File: config.mk
export PLATFORM = sky130hd
export DESIGN_NAME = csr_access_sequencer
export DESIGN_NICKNAME = d
export VERILOG_FILES = /design/src/rtl/csr_access_sequencer.sv
export SDC_FILE = /design/constraint.sdc
export NUM_CORES = 1
export LEC_CHECK = 0
export ABC_CLOCK_PERIOD_IN_PS = 2300
export BUFFER_PORTS_ARGS = -buffer_cell sky130_fd_sc_hd__buf_2
export CORE_ASPECT_RATIO = 1.4
export CORE_UTILIZATION = 45
export DETAILED_ROUTE_END_ITERATION = 8
export HOLD_SLACK_MARGIN = 0.15
export PLACE_DENSITY = 0.85
export SETUP_SLACK_MARGIN = 0.02
export SLEW_MARGIN = 40
export SYNTH_ARGS = -nofsm -noshare
export SYNTH_HDL_FRONTEND = slang
export SYNTH_SLANG_ARGS = --single-unit
File: constraint.sdc
create_clock -name clk -period 2.3 [get_ports clk]
set_clock_uncertainty 0.1 [all_clocks]
set_input_delay 0.345 -clock clk [delete_from_list [all_inputs] [get_ports clk]]
set_output_delay 0.345 -clock clk [all_outputs]
set_load 0.01 [all_outputs]
File: src/rtl/csr_access_sequencer.sv
// Three-state (IDLE/READ/WRITE) read-modify-write sequencer between the CSR
// decoder and the CSR register file of the multicycle core.
module csr_access_sequencer (
   input  logic        clk,
   input  logic        reset,
   input  logic        req_valid,
   output logic        req_ready,
   input  logic [3:0]  csr_op,
   input  logic        csr_we,
   input  logic        csr_re,
   input  logic [11:0] csr_addr,
   input  logic [31:0] rs1_data,
   input  logic [4:0]  uimm,
   input  logic [1:0]  priv_mode,
   output logic [11:0] csrf_raddr,
   output logic        csrf_re,
   input  logic [31:0] csrf_rdata,
   input  logic        csrf_present,
   output logic [11:0] csrf_waddr,
   output logic [31:0] csrf_wdata,
   output logic        csrf_we,
   output logic        rsp_valid,
   output logic [31:0] rsp_rdata,
   output logic        rsp_illegal
);

   localparam logic [3:0] CSR_OP_CSRRW  = 4'b0001;
   localparam logic [3:0] CSR_OP_CSRRS  = 4'b0010;
   localparam logic [3:0] CSR_OP_CSRRC  = 4'b0011;
   localparam logic [3:0] CSR_OP_CSRRWI = 4'b0101;
   localparam logic [3:0] CSR_OP_CSRRSI = 4'b0110;
   localparam logic [3:0] CSR_OP_CSRRCI = 4'b0111;
   localparam logic [3:0] CSR_OP_NA     = 4'b1000;

   typedef enum logic [1:0] {
      S_IDLE  = 2'd0,
      S_READ  = 2'd1,
      S_WRITE = 2'd2
   } state_t;

   state_t      r_state;
   logic [3:0]  r_op;
   logic        r_we;
   logic        r_re;
   logic [11:0] r_addr;
   logic [31:0] r_src;
   logic [1:0]  r_priv;

   logic        w_is_imm;
   logic [31:0] w_src_in;
   logic        w_pfault;
   logic        w_illegal;
   logic [31:0] w_new;

   assign w_is_imm = (csr_op == CSR_OP_CSRRWI) || (csr_op == CSR_OP_CSRRSI) ||
                     (csr_op == CSR_OP_CSRRCI);
   assign w_src_in = w_is_imm ? {27'b0, uimm} : rs1_data;

   // Ready is dropped combinationally while reset is held so nothing is accepted then.
   assign req_ready = (r_state == S_IDLE) && !reset;

   // NOTE: sequential state uses non-blocking assignments only, so every
   // register samples the pre-edge values and simulation matches synthesis.
   always_ff @(posedge clk) begin
      if (reset) begin
         r_state <= S_IDLE;
         r_op    <= CSR_OP_NA;
         r_we    <= 1'b0;
         r_re    <= 1'b0;
         r_addr  <= 12'h000;
         r_src   <= 32'h0;
         r_priv  <= 2'b00;
      end else begin
         case (r_state)
            S_IDLE: begin
               if (req_valid) begin
                  r_op    <= csr_op;
                  r_we    <= csr_we;
                  r_re    <= csr_re;
                  r_addr  <= csr_addr;
                  r_src   <= w_src_in;
                  r_priv  <= priv_mode;
                  r_state <= S_READ;
               end
            end
            S_READ:  r_state <= S_WRITE;
            S_WRITE: r_state <= S_IDLE;
            default: r_state <= S_IDLE;
         endcase
      end
   end

   // Faults knowable from the instruction alone, before the file is consulted.
   assign w_pfault  = (r_addr[9:8] > r_priv) ||
                      (r_we && (r_addr[11:10] == 2'b11)) ||
                      (r_op == CSR_OP_NA);
   assign w_illegal = w_pfault || !csrf_present;

   always_comb begin
      w_new = r_src;
      case (r_op)
         CSR_OP_CSRRW, CSR_OP_CSRRWI: w_new = r_src;
         CSR_OP_CSRRS, CSR_OP_CSRRSI: w_new = csrf_rdata | r_src;
         CSR_OP_CSRRC, CSR_OP_CSRRCI: w_new = csrf_rdata & ~r_src;
         default:                     w_new = r_src;
      endcase
   end

   // Strobes are gated by reset so a reset landing mid-request kills them in that cycle.
   // NOTE: every output gets a default before the case, so no latch is inferred.
   always_comb begin
      csrf_raddr  = 12'h000;
      csrf_waddr  = 12'h000;
      csrf_re     = 1'b0;
      csrf_wdata  = 32'h0;
      csrf_we     = 1'b0;
      rsp_valid   = 1'b0;
      rsp_illegal = 1'b0;
      rsp_rdata   = 32'h0;
      if (!reset) begin
         case (r_state)
            S_READ: begin
               csrf_raddr = r_addr;
               csrf_waddr = r_addr;
               csrf_re    = r_re && !w_pfault;
            end
            S_WRITE: begin
               csrf_raddr  = r_addr;
               csrf_waddr  = r_addr;
               csrf_wdata  = w_new;
               csrf_we     = r_we && !w_illegal;
               rsp_valid   = 1'b1;
               rsp_illegal = w_illegal;
               rsp_rdata   = (r_re && !w_illegal) ? csrf_rdata : 32'h0;
            end
            default: ;
         endcase
      end
   end

endmodule

==> metrics.md <==
| Metric | Value |
|---|---|
| Share of the synthesized area in compound gates (AO/OA/AOI/OAI) | `0.204` |
| Total I/O pin count | `186` |
| Register area share after synthesis | `0.320` |
| Fraction of final layout cells sized beyond drive strength 1 | `0.417` |
| Final std cell area, no fill | `0.00486 mm^2` |
| Reported leakage power | `2.11 nW` |
| Count of unique library cells instantiated by Yosys | `29` |
| Post-synthesis share of cell area spent on and, or, nand and nor gates | `0.346` |
| Synth Area per Inst | `6.98 um^2` |
| First-pass GRT wire length | `16800 um` |
| Worst EP required | `1.86 ns` |
| Number of instances in the synthesized netlist | `484` |
| Max-capacitance violation count | `0` |
| Largest net degree at the start of global routing | `57` |
| Crit Path Category | `reg2out` |
| Leading cell types in the layout, fill and taps excluded | `buf_2, nand2_1, a21oi_1, dfxtp_1, nand3b_1` |
| Commonest non-fill, non-tap cell in the layout | `buf_2` |
| DIE WIDTH | `75.2 um` |
| Maximum VDD drop | `0.000369 V` |
| Number of buffers created by CTS | `5` |
| Total nets after synthesis | `584` |
| Outcome | `complete, no violations` |
| Via count of the first global-routing pass | `3571` |
| Xor/xnor share of the synthesized area | `0` |
| Overall routing resource usage | `0.273` |
| CTS tree | `built` |
| Clock share of power | `0.208` |
| Clock sinks | `54` |
| Setup repair after global routing missed its margin | `yes` |
| P_int | `1.71 mW` |
| Number of nets still failing antenna checks after routing | `0` |
| Slew at the pin with the worst max-slew slack | `0.584 ns` |
| Die ar. | `0.00786 mm^2` |
| Area share of fa/ha/maj cells after synthesis | `0.0259` |
| #FFs+latches synth | `54` |
| Minimum clock period after layout | `2.28 ns` |
| Total via count in the routed design | `4176` |
| Final Cycle Share | `0.991` |
| Post-detailed-placement half-perimeter wirelength | `7390 um` |
| Initial core utilization | `0.462` |
| Switching share of power | `0.354` |
| Residual DRC count | `0` |
| Worst max-slew margin expressed relative to the limit | `0.611` |
| Synth-to-layout area growth | `43.9%` |
| Warnings from Yosys | `0` |
| Type of the most critical hold path | `in2reg` |
| WP data arrival | `1.84 ns` |
| Max Clk Rate | `439 MHz` |
| Nets@finish | `749` |
| Critical Path Sink Type | `output port` |
| Sequential Power Share | `0.414` |
| Number of hold-repair buffers added at the cts stage | `0` |
| Synth Cell Area | `0.00338 mm^2` |
| Overflow after GRT | `0` |
| PD cells | `545 mW/mm^2` |
| Iteration-0 DRC count of the detailed router | `401` |
| DIE HEIGHT | `105 um` |
| Antenna diode instance count | `0` |
| Number of vias per cell after detailed routing | `5.59` |
| Placed cell area | `0.00429 mm^2` |
| Setup-violating endpoint count in the final report | `0` |
| Clock transition at the registers of the reported paths | `0.09 ns` |
| First-pass DRT Iterations | `5` |
| Core Area | `0.00731 mm^2` |
| Detailed-route wire length | `12000 um` |
| Number of placement rows | `37` |
| Total count of max-transition violations in the final report | `0` |
| Post-synthesis mux area share | `0.00593` |
| Antenna violations before repair | `0` |
| Count of buffers inserted at the top-level ports | `185` |
| Fin. Hold Viols | `0` |
| Dominant combinational cell family by area after synthesis | `simple AND/OR/NAND/NOR gates` |
| Crit path max fanout | `8` |
| Final weighted congestion of routability-driven global placement | `0.847` |
| Number of buffers between clock root and the deepest sink | `2` |
| Routed length per instance | `16.0 um` |
| Number of levels the H-tree was split into | `2` |
| Share of power burned in combinational logic | `0.378` |
| Insertion delay to the later sink of the worst-skew pair | `0.30 ns` |
| Clk Tree Root Cell | `clkbuf_8` |
| Sw power | `938 uW` |
| Critical Path Start Type | `flop` |
| Post-Route Setup TNS | `0 ns` |
critical path, cell delays in order, from the launching register on:
cell and delay (ns):
dfxtp_2 0.34, inv_2 0.07, ha_2 0.19, nand2b_4 0.07, inv_4 0.12, nand4_4 0.28, nor3_4 0.29, buf_2 0.18
final cells by class:
type	count	area [um^2]
Clock inverter	1	5.00
Fill cell	635	2450
Timing Repair Buffer	215	1290
Sequential cell	54	1090
Inverter	5	21.3
Tap cell	97	121
Clock buffer	7	86.3
Multi-Input combinational cell	368	2250
metal layers:
metal  wire length, um  GRT usage  vias up
li1                  -          -     1986
met1              4670      0.328     1961
met2              6240      0.472      192
met3               691     0.0426       37
met4               374      0.104        0
met5                 0          0        -
logic make-up after synthesis:
logic type | after synthesis
compound gates | 117
fa+ha+maj | 7
buf+inv | 64
flops | 54
mux | 2
simple gates | 240
cell usage after synthesis:
master | instances | share of area
a211oi_1 | 5 | 0.011
a2bb2oi_2 | 1 | 0.0044
buf_2 | 17 | 0.025
nand3b_1 | 34 | 0.076
nor4_1 | 6 | 0.011
and2_1 | 13 | 0.024
inv_2 | 1 | 0.0011
nand4_4 | 1 | 0.0063
nor3_1 | 32 | 0.047
or2_0 | 1 | 0.0019
o21a_1 | 1 | 0.0022
o211ai_1 | 27 | 0.060
mux2i_1 | 2 | 0.0059
a21oi_1 | 78 | 0.12
nor2_1 | 8 | 0.0089
nor3b_1 | 1 | 0.0022
ha_1 | 7 | 0.026
inv_1 | 4 | 0.0044
nor2b_1 | 4 | 0.0074
dfxtp_1 | 54 | 0.32
o21bai_1 | 5 | 0.011
nand2b_1 | 3 | 0.0056
clkbuf_1 | 26 | 0.029
buf_4 | 12 | 0.027
nand2_1 | 134 | 0.15
nand3_1 | 2 | 0.0030
or4b_4 | 1 | 0.0041
buf_1 | 1 | 0.0011
buf_6 | 3 | 0.010
what timing repair did:
item | 4_1_cts | 5_1_grt
setup buffers | 2 | 8
gates cloned | 2 | 4
pin swaps | 1 | 10
gates resized for setup | 7 | 50
setup endpoints to repair | 59 | 91
flip-flops by register name, summed over array words and instances (netlist names):
signal,flops
r_addr,12
r_op,4
r_priv,2
r_re,1
r_src,32
r_state,2
r_we,1
power by group through the flow:
stage / Sequential, mW / Clock, mW / Combinational (mW)
detailed placement: 1.11 / 0 / 0.730
global placement: 1.10 / 0 / 0.704
floorplan: 1.09 / 0 / 0.473
CTS: 1.09 / 0.560 / 0.760
finish: 1.10 / 0.551 / 0.999
global route: 1.11 / 0.597 / 1.08
metrics by stage:
stage	cells	hold slack (ns)	utilization	setup WS [ns]	power, mW
after floorplan	484	0.332	-	0.397	1.56
after global placement	723	0.338	0.587	0.239	1.81
after detailed placement	723	0.347	0.587	0.157	1.84
after CTS	735	0.155	0.612	0.0203	2.41
after global routing	747	0.167	0.665	-0.0523	2.78
final	747	0.168	0.665	0.0197	2.65
path summary, 6_finish.rpt:
path / cells past startpoint / end / slack, ns / start
max: 7 / rsp_rdata[2] / 0.02 / r_state[0]
max reg2reg: 7 / r_src[26] / 0.46 / r_state[0]
min reg2reg: 2 / r_addr[1] / 0.36 / r_addr[1]
min: 3 / r_op[3] / 0.17 / csr_op[3]
(Power assumes the default switching activity.)
